### config.mk
export PLATFORM = sky130hd
export DESIGN_NAME = mem_arbiter
export DESIGN_NICKNAME = d
export VERILOG_FILES = /design/src/rtl/mem_arb_pkg.sv /design/src/rtl/arb_lat_counter.sv /design/src/rtl/mem_arbiter.sv
export SDC_FILE = /design/constraint.sdc
export NUM_CORES = 1
export LEC_CHECK = 0
export BUFFER_PORTS_ARGS = -buffer_cell sky130_fd_sc_hd__buf_2
export CAP_MARGIN = 20
export CORE_MARGIN = 8
export CORE_UTILIZATION = 46
export CTS_CLUSTER_DIAMETER = 200
export DETAILED_ROUTE_END_ITERATION = 12
export GPL_TIMING_DRIVEN = 0
export PLACE_DENSITY = 0.89
export SLEW_MARGIN = 5
export SYNTH_ARGS = -nofsm -noshare
export SYNTH_HDL_FRONTEND = slang
export SYNTH_SLANG_ARGS = --single-unit
### constraint.sdc
create_clock -name clk -period 3.7 [get_ports clk]
set_clock_uncertainty 0.05 [all_clocks]
set_input_delay 0.37 -clock clk [delete_from_list [all_inputs] [get_ports clk]]
set_output_delay 0.37 -clock clk [all_outputs]
set_load 0.01 [all_outputs]
### src/rtl/mem_arb_pkg.sv
// Shared types for the unified-memory arbiter: FSM state encoding, latency
// counter width and the requester bundle used to mux the winning port.
package mem_arb_pkg;

    typedef enum logic [1:0] {
        IDLE  = 2'd0,
        RD_IF = 2'd1,
        RD_D  = 2'd2
    } arb_state_t;

    // Wide enough for MEM_LAT-1 with MEM_LAT in 1..4.
    localparam int LAT_W = 2;

    // Requester bundle widths; the top supports ADDR_W/DATA_W up to these.
    localparam int REQ_ADDR_W = 32;
    localparam int REQ_DATA_W = 32;

    typedef struct packed {
        logic                  req;
        logic                  we;
        logic [REQ_ADDR_W-1:0] addr;
        logic [REQ_DATA_W-1:0] wdata;
    } arb_req_t;

    // Counter preload for a given read latency.
    function automatic logic [LAT_W-1:0] lat_preload(input int lat);
        return LAT_W'(lat - 1);
    endfunction

endpackage

### src/rtl/arb_lat_counter.sv
// Loadable down-counter tracking the remaining cycles of an outstanding
// memory read. done is high whenever the count has reached zero.
module arb_lat_counter
    import mem_arb_pkg::*;
(
    input  logic             clk,
    input  logic             rst,
    input  logic             load,
    input  logic [LAT_W-1:0] load_val,
    input  logic             dec,
    output logic             done
);

    logic [LAT_W-1:0] cnt;

    // Load on a read grant, otherwise count down while a read is in flight.
    always_ff @(posedge clk or negedge rst) begin
        if (!rst) begin
            cnt <= '0;
        end else if (load) begin
            cnt <= load_val;
        end else if (dec && (cnt != '0)) begin
            cnt <= cnt - 1'b1;
        end
    end

    assign done = (cnt == '0);

endmodule

### src/rtl/mem_arbiter.sv
// Arbiter sharing one single-port unified RAM between instruction fetch (IF)
// and the MEM-stage data port. Data has priority; writes take one cycle and
// reads hold the memory for MEM_LAT cycles until rvalid.
// Optional: define MEM_ARB_STARVE_GUARD_EN to force an IF win after
// STARVE_MAX consecutive IDLE cycles in which IF lost to data.
module mem_arbiter
    import mem_arb_pkg::*;
#(
    parameter int ADDR_W     = 32,
    parameter int DATA_W     = 32,
    parameter int MEM_LAT    = 1,
    parameter int STARVE_MAX = 4
) (
    input  logic              clk,
    input  logic              rst,
    input  logic              if_req,
    input  logic [ADDR_W-1:0] if_addr,
    output logic              if_gnt,
    output logic              if_rvalid,
    output logic [DATA_W-1:0] if_rdata,
    input  logic              d_req,
    input  logic              d_we,
    input  logic [ADDR_W-1:0] d_addr,
    input  logic [DATA_W-1:0] d_wdata,
    output logic              d_gnt,
    output logic              d_rvalid,
    output logic [DATA_W-1:0] d_rdata,
    output logic              mem_en,
    output logic              mem_we,
    output logic [ADDR_W-1:0] mem_addr,
    output logic [DATA_W-1:0] mem_wdata,
    input  logic [DATA_W-1:0] mem_rdata,
    output logic              stall_if,
    output logic              stall_mem
);

    arb_state_t        state, state_nxt;
    arb_req_t          if_side, d_side, win;
    logic              if_win, d_win, starve_hit;
    logic              cnt_load, cnt_dec, cnt_done;
    logic              if_gnt_c, d_gnt_c, if_rv_c, d_rv_c;
    logic              mem_en_c, mem_we_c;
    logic [ADDR_W-1:0] mem_addr_c;
    logic [DATA_W-1:0] mem_wdata_c;
    logic [DATA_W-1:0] if_rdata_q, d_rdata_q;

    // Bundle both requesters into the common request format.
    always_comb begin
        if_side       = '0;
        if_side.req   = if_req;
        if_side.addr  = REQ_ADDR_W'(if_addr);
        d_side        = '0;
        d_side.req    = d_req;
        d_side.we     = d_we;
        d_side.addr   = REQ_ADDR_W'(d_addr);
        d_side.wdata  = REQ_DATA_W'(d_wdata);
    end

    // Arbitration only happens in IDLE; data wins unless IF is starving.
    assign if_win = (state == IDLE) && if_side.req && (!d_side.req || starve_hit);
    assign d_win  = (state == IDLE) && d_side.req && !if_win;
    assign win    = if_win ? if_side : d_side;

`ifdef MEM_ARB_STARVE_GUARD_EN
    logic [2:0] starve_cnt;

    assign starve_hit = (starve_cnt == 3'(STARVE_MAX));

    // Count IF losses to data; any IF grant restarts the count.
    always_ff @(posedge clk or negedge rst) begin
        if (!rst) begin
            starve_cnt <= '0;
        end else if (if_win) begin
            starve_cnt <= '0;
        end else if (d_win && if_side.req) begin
            starve_cnt <= starve_cnt + 3'd1;
        end
    end
`else
    logic starve_unused;

    assign starve_hit    = 1'b0;
    assign starve_unused = (STARVE_MAX != 0);
`endif

    // FSM state register.
    always_ff @(posedge clk or negedge rst) begin
        if (!rst) begin
            state <= IDLE;
        end else begin
            state <= state_nxt;
        end
    end

    arb_lat_counter u_lat (
        .clk      (clk),
        .rst      (rst),
        .load     (cnt_load),
        .load_val (lat_preload(MEM_LAT)),
        .dec      (cnt_dec),
        .done     (cnt_done)
    );

    // Next state, grants, memory command and read completion.
    always_comb begin
        state_nxt   = state;
        if_gnt_c    = 1'b0;
        d_gnt_c     = 1'b0;
        if_rv_c     = 1'b0;
        d_rv_c      = 1'b0;
        mem_en_c    = 1'b0;
        mem_we_c    = 1'b0;
        mem_addr_c  = '0;
        mem_wdata_c = '0;
        cnt_load    = 1'b0;
        cnt_dec     = 1'b0;
        case (state)
            IDLE: begin
                if (if_win || d_win) begin
                    mem_en_c    = 1'b1;
                    mem_we_c    = win.we;
                    mem_addr_c  = ADDR_W'(win.addr);
                    mem_wdata_c = DATA_W'(win.wdata);
                end
                if (d_win) begin
                    d_gnt_c = 1'b1;
                    // Writes complete in the grant cycle; FSM stays in IDLE.
                    if (!d_side.we) begin
                        state_nxt = RD_D;
                        cnt_load  = 1'b1;
                    end
                end else if (if_win) begin
                    if_gnt_c  = 1'b1;
                    state_nxt = RD_IF;
                    cnt_load  = 1'b1;
                end
            end
            RD_IF: begin
                cnt_dec = 1'b1;
                if (cnt_done) begin
                    if_rv_c   = 1'b1;
                    state_nxt = IDLE;
                end
            end
            RD_D: begin
                cnt_dec = 1'b1;
                if (cnt_done) begin
                    d_rv_c    = 1'b1;
                    state_nxt = IDLE;
                end
            end
            default: state_nxt = IDLE;
        endcase
    end

    // Capture returned read data so rdata holds until the next completion.
    always_ff @(posedge clk or negedge rst) begin
        if (!rst) begin
            if_rdata_q <= '0;
            d_rdata_q  <= '0;
        end else begin
            if (if_rv_c) if_rdata_q <= mem_rdata;
            if (d_rv_c)  d_rdata_q  <= mem_rdata;
        end
    end

    // Everything except the stalls is forced low while reset is asserted.
    assign if_gnt    = rst & if_gnt_c;
    assign d_gnt     = rst & d_gnt_c;
    assign if_rvalid = rst & if_rv_c;
    assign d_rvalid  = rst & d_rv_c;
    assign mem_en    = rst & mem_en_c;
    assign mem_we    = rst & mem_we_c;
    assign mem_addr  = rst ? mem_addr_c  : '0;
    assign mem_wdata = rst ? mem_wdata_c : '0;

    // The completing cycle presents memory data directly.
    assign if_rdata  = if_rvalid ? mem_rdata : if_rdata_q;
    assign d_rdata   = d_rvalid  ? mem_rdata : d_rdata_q;

    // Fetch stalls until granted or completing; writes stall until
    // granted, reads until their data returns.
    assign stall_if  = if_req & ~(if_gnt | if_rvalid);
    assign stall_mem = d_req & (d_we ? ~d_gnt : ~d_rvalid);

endmodule

==> impl_metrics.toml, run 1 <==
[global_route]
grt_max_degree = 73
overflow = 0
grt_pass1_wl_um = 22100
grt.busiest_layer = "met2"
grt_use_total_pct = 24.3
met3_usage_pct = 8.10
grt_pass1_vias = 3989
use_met1_pct = 25.4
groute.layer.met2.usage_pct = 44.0
antenna_found_initial = 3

[timing]
rsz0062_at_grt = "false"
finalSetupTns_ps = 0
tightest_slew_ps = 915
hold_viol = 0
relSlewSlack_pct = 39.0
slew_viol_final = 0
period_share_pct = 72.7
fin_crit_ps = 2690
finalSetupViolCount = 0
setup_slack_ps = 1010
max_freq_mhz = 372

[detailed_routing]
vias = 3692
drcViolationCount = 0
drt-pass1-iter-count = 4
ant_nets = 0
dr.first_iter.drc_count = 181
detail_route.wl_per_cell_um = 21.2
routed_wl_um = 15100
via_per_inst = 5.19

[setup_path]
required_ps = 3280
cp.arrival_ps = 2270
r2r-start = "u_lat.cnt[0]$_DFFE_PN0P_"
crit-reg2reg-capture = "d_rdata_q[26]$_DFFE_PN0N_"
cp_max_fo = 72
rr_worst_depth = 5
crit_path_start = "rst"
worstSetupStartpointType = "input port"
cp-end-kind = "output port"
ff2ff_setup_slack_ps = 1930
crit_end = "mem_addr[10]"
path_class = "in -> out"

[placed_design]
port_buffers = 268
dp_cells = 694
gp_congestion = 0.939
place_ws_ps = 950
dp_hpwl_um = 12300

[finish]
areaGrowthSynthToFinish_pct = 43.8
drive_gt1_share_pct = 72.4
fin_nets = 734
num-fill-cells = 673
layout.cells.non_filler = 711

[cts]
cts_made_buffers = 9
holdBufCountCts = 0
cts.sinks = 68
clk_pin_slew_ps = 80
clock_latency_ps = 330
cts_tree = "done"
clk_path_buf_depth = 2
cts_root_buffer = "clkbuf_8"
cts_max_level = 3
cts_resized = 0
post_cts_buffers = 0

[synth]
synth_area_leaders = "dfrtp_1, mux2_2, a22o_1"
ys_seq_area_share_pct = 42.5
synth_nets = 455
synth_edf_count = 0
syn_area_per_cell_sq_um = 12.6
synthFlopType = "dfrtp_1"
synth-seq-cells = 68
yosysTopAreaCellShare_pct = 42.5
synth_top_area_cell = "dfrtp_1"
syn_inst = 318
synth_warnings = 0
async_flop_share_pct = 100
netlist_top_cells_count = "mux2_2, dfrtp_1, a22o_1"
synth_most_common_cell = "mux2_2"
synth.cell_area_sq_um = 4000
synthDistinctLibCells = 24

[status]
outcome = "finished clean"

[power]
p_leak_nw = 3.04
power_density_nw_per_um2 = 762
ir_drop_v = 0.000601

[flow_run]
drv_cap = 0

[die]
core_sq_um = 8590
start_util_pct = 46.6
pin_count = 269
dieHeight_um = 109
placementRows = 34
die_w_um = 109
die-area_sq_um = 11900

[worst_hold_path]
min_path_type = "in -> async"
worst min path at each step:
stage	from	endpoint	slack [ps]
floorplan	rst	d_rdata_q[0]$_DFFE_PN0N_	20
global placement	if_rdata_q[14]$_DFFE_PN0N_	if_rdata_q[14]$_DFFE_PN0N_	430
finish	rst	if_rdata_q[13]$_DFFE_PN0N_	100
global route	rst	d_rdata_q[19]$_DFFE_PN0N_	170
detailed placement	d_rdata_q[5]$_DFFE_PN0N_	d_rdata_q[5]$_DFFE_PN0N_	440
CTS	rst	d_rdata_q[13]$_DFFE_PN0N_	130
kinds of logic after synthesis:
| group | count (synthesis) | synth area share, % |
|---|---|---|
| mux | 128 | 36.0 |
| flops | 68 | 42.5 |
| simple gates | 49 | 7.38 |
| compound gates | 39 | 8.38 |
| buf+inv | 29 | 4.25 |
| fa+ha+maj | 4 | 1.25 |
| xor+xnor | 1 | 0.219 |
area by class of cell:
type	count	area, sq um	share of cell area, %
clock inverters	6	134	2.33
inverters	6	22.5	0.391
multi-input cells	221	2130	37.0
repair buffers	268	1340	23.3
plain buffers	23	148	2.57
clock buffers	10	138	2.39
diodes	1	2.50	0.0435
well taps	108	135	2.35
flip-flops and latches	68	1700	29.6
registers in the layout (all words and copies together) (netlist names):
signal and flops:
d_rdata_q 32, if_rdata_q 32, u_lat.cnt 2, state 2
placed cells by master (no fill, tap or decap):
cell type and n:
inv_1 6, a22o_1 34, nand2_1 3, diode_2 1, bufinv_16 4, nand3_2 2
ha_1 4, nor2_2 1, clkbuf_8 10, xnor2_1 1, nor3b_1 1, nor2_1 5
clkbuf_2 2, a211oi_1 1, clkinv_2 1, mux2_2 128, nor2b_1 1, dfrtp_1 68
buf_2 278, inv_6 1, a21boi_0 1, o2bb2ai_1 2, buf_6 4, o21ai_0 1
clkbuf_1 2, and2_1 33, nand2b_1 2, buf_4 5, and3_1 1
per-stage QoR:
step | utilization [%] | hold slack [ps] | instance area (sq um) | power, mW
after floorplan | - | 24.4 | 4000 | 2.72
final | 67.0 | 101 | 5760 | 4.39
after global placement | 63.8 | 431 | 5480 | 3.48
after CTS | 66.9 | 132 | 5750 | 4.43
after detailed placement | 63.8 | 437 | 5480 | 3.59
after global routing | 67.0 | 169 | 5760 | 4.65
critical path, stage by stage:
cell,delay [ps]
buf_4,680
and3_1,330
clkbuf_1,420
a22o_1,240
buf_2,170
power breakdown:
group / total (mW) / internal (mW) / leakage, nW / switching [mW]
registers: 1.31 / 1.13 / 0.797 / 0.188
clock network: 0.823 / 0.536 / 0.137 / 0.287
logic: 2.25 / 1.21 / 2.11 / 1.04
layer usage:
layer | part of all wire, % | up-vias | routed length [um]
li1 | - | 1710 | -
met1 | 36 | 1777 | 5430
met2 | 52 | 173 | 7770
met3 | 9.9 | 28 | 1490
met4 | 2.3 | 4 | 353
met5 | 0.18 | - | 27
No activity file was read; power rests on OpenSTA's default activity.
==> inputs of run 2 (changes only) <==
--- a/config.mk
+++ b/config.mk
@@ -8,11 +8,11 @@
 export BUFFER_PORTS_ARGS = -buffer_cell sky130_fd_sc_hd__buf_2
 export CAP_MARGIN = 20
 export CORE_MARGIN = 8
-export CORE_UTILIZATION = 46
+export CORE_UTILIZATION = 38
 export CTS_CLUSTER_DIAMETER = 200
 export DETAILED_ROUTE_END_ITERATION = 12
 export GPL_TIMING_DRIVEN = 0
-export PLACE_DENSITY = 0.89
+export PLACE_DENSITY = 0.79
 export SLEW_MARGIN = 5
 export SYNTH_ARGS = -nofsm -noshare
 export SYNTH_HDL_FRONTEND = slang
==> constraint.sdc (replaced) <==
create_clock -name clk -period 2.33 [get_ports clk]
set_clock_uncertainty 0.05 [all_clocks]
set_input_delay 0.233 -clock clk [delete_from_list [all_inputs] [get_ports clk]]
set_output_delay 0.233 -clock clk [all_outputs]
set_load 0.01 [all_outputs]
==> impl_metrics.toml, run 2 (synthesis gave the netlist of run 1 again) <==
[status]
outcome = "finished clean"

[detailed_routing]
vias = 3673
routed_wl_um = 15000
detail_route.wl_per_cell_um = 20.1
dr.first_iter.drc_count = 133
drt-pass1-iter-count = 4
drcViolationCount = 0
via_per_inst = 4.92
ant_nets = 0

[timing]
relSlewSlack_pct = 47.5
period_share_pct = 96.9
slew_viol_final = 0
fin_crit_ps = 2260
tightest_slew_ps = 785
finalSetupTns_ps = 0
hold_viol = 0
finalSetupViolCount = 0
max_freq_mhz = 443

[finish]
drive_gt1_share_pct = 73.3
diodes = 0
layout_commonest_cell = "buf_2"
layout_common_cells = "buf_2, mux2_2, dfrtp_1"
final_core_util_pct = 57.4
fin_nets = 743
num-fill-cells = 919
largestRegisters = "d_rdata_q (32), if_rdata_q (32)"
areaGrowthSynthToFinish_pct = 47.3
final_area_sq_um = 5900
layout.cells.non_filler = 747

[worst_hold_path]
hp-start = "mem_rdata[29]"
min_path_type = "in -> reg"
hold_path_depth = 2
holdPathEnd = "if_rdata_q[29]$_DFFE_PN0N_"

[global_route]
met3_usage_pct = 7.04
grt_use_total_pct = 21.0
grt.busiest_layer = "met2"
groute.layer.met2.usage_pct = 37.0
grt_max_degree = 53
overflow = 0
grt_pass1_wl_um = 23300
use_met1_pct = 23.3
antenna_found_initial = 0
grt_pass1_vias = 4051

[die]
core_sq_um = 10300
die_w_um = 119
placementRows = 37
start_util_pct = 38.9
die-area_sq_um = 14100
pin_count = 269
dieHeight_um = 119

[placed_design]
gp_congestion = 1.01
dp_hpwl_um = 12200
port_buffers = 268
dp_cells = 723
dpl_cell_area_sq_um = 5540

[setup_path]
worstSetupStartpointType = "flop"
r2r-start = "state[0]$_DFFE_PN0P_"
ff2ff_setup_slack_ps = 520
rr_worst_depth = 5
required_ps = 2050
cp.arrival_ps = 1970
path_class = "reg -> out"
cp_max_fo = 10
cp-end-kind = "output port"
crit-reg2reg-capture = "if_rdata_q[4]$_DFFE_PN0N_"

[power]
power_density_nw_per_um2 = 1140
power_mw = 6.70
ir_drop_v = 0.000746
p_leak_nw = 3.07

[cts]
clk_path_buf_depth = 2
clock_latency_ps = 350
cts.sinks = 68
cts_made_buffers = 9
cts_tree = "done"
cts_root_buffer = "clkbuf_8"
cts_max_level = 3
clk_pin_slew_ps = 80

[flow_run]
drv_cap = 0
run 2: cell count changes in the layout (fill, tap and decap cells not counted), moves of 3 or more:
cell	before	now
buf_4	5	10
buf_2	278	275
bufinv_16	4	1
buf_6	4	8
run 2: layout make-up:
type,count,area [sq um],area share [%]
flip-flops and latches,68,1700,28.9
clock inverters,6,63.8,1.08
inverters,6,22.5,0.382
clock buffers,10,128,2.16
multi-input cells,221,2180,36.9
plain buffers,23,178,3.01
well taps,136,170,2.89
repair buffers,277,1460,24.7
run 2: report_power, final:
| part | switching (mW) | total (mW) | internal [mW] |
|---|---|---|---|
| logic | 1.69 | 3.69 | 2.00 |
| registers | 0.276 | 2.06 | 1.79 |
| clock network | 0.457 | 0.951 | 0.494 |
| total | 2.42 | 6.70 | 4.28 |
run 2: timing repair:
item,in CTS,in global routing
buffers inserted,2,2
gates cloned,0,1
resized for setup,5,20
hold buffers,3,0
hold endpoints to repair,16,0
endpoints found under the setup margin,37,109
pin swaps,0,1
run 2: critical path, stage by stage (launching register included):
cell,delay [ps]
dfrtp_1,400
buf_4,150
ha_1,240
nand3_4,150
buf_6,180
mux2_2,360
buf_2,140
run 2: routing by layer:
layer,routed length (um),vias to the layer above
li1,-,1737
met1,5830,1746
met2,7690,175
met3,1220,15
met4,306,0
met5,0,-
run 2: stage by stage:
step / setup WS [ps] / hold slack, ps
after floorplan: 653 / -113
after global placement: -676 / 431
after detailed placement: 178 / 77.5
after CTS: 3.91 / 73.1
after global routing: -0.522 / 81.0
final: 72.4 / 89.5
run 2: how the worst max path moves through the flow:
stage,startpoint,to,slack [ps],cells after the start
2_1_floorplan,state[0]$_DFFE_PN0P_,mem_addr[14],650,6
3_3_place_gp,rst,d_rdata[16],-680,5
3_5_place_dp,rst,mem_addr[15],180,7
4_1_cts,state[1]$_DFFE_PN0P_,mem_addr[15],4,7
5_1_grt,state[0]$_DFFE_PN0P_,d_rdata[16],-0.5,6
6_report,state[0]$_DFFE_PN0P_,if_rdata[8],70,6
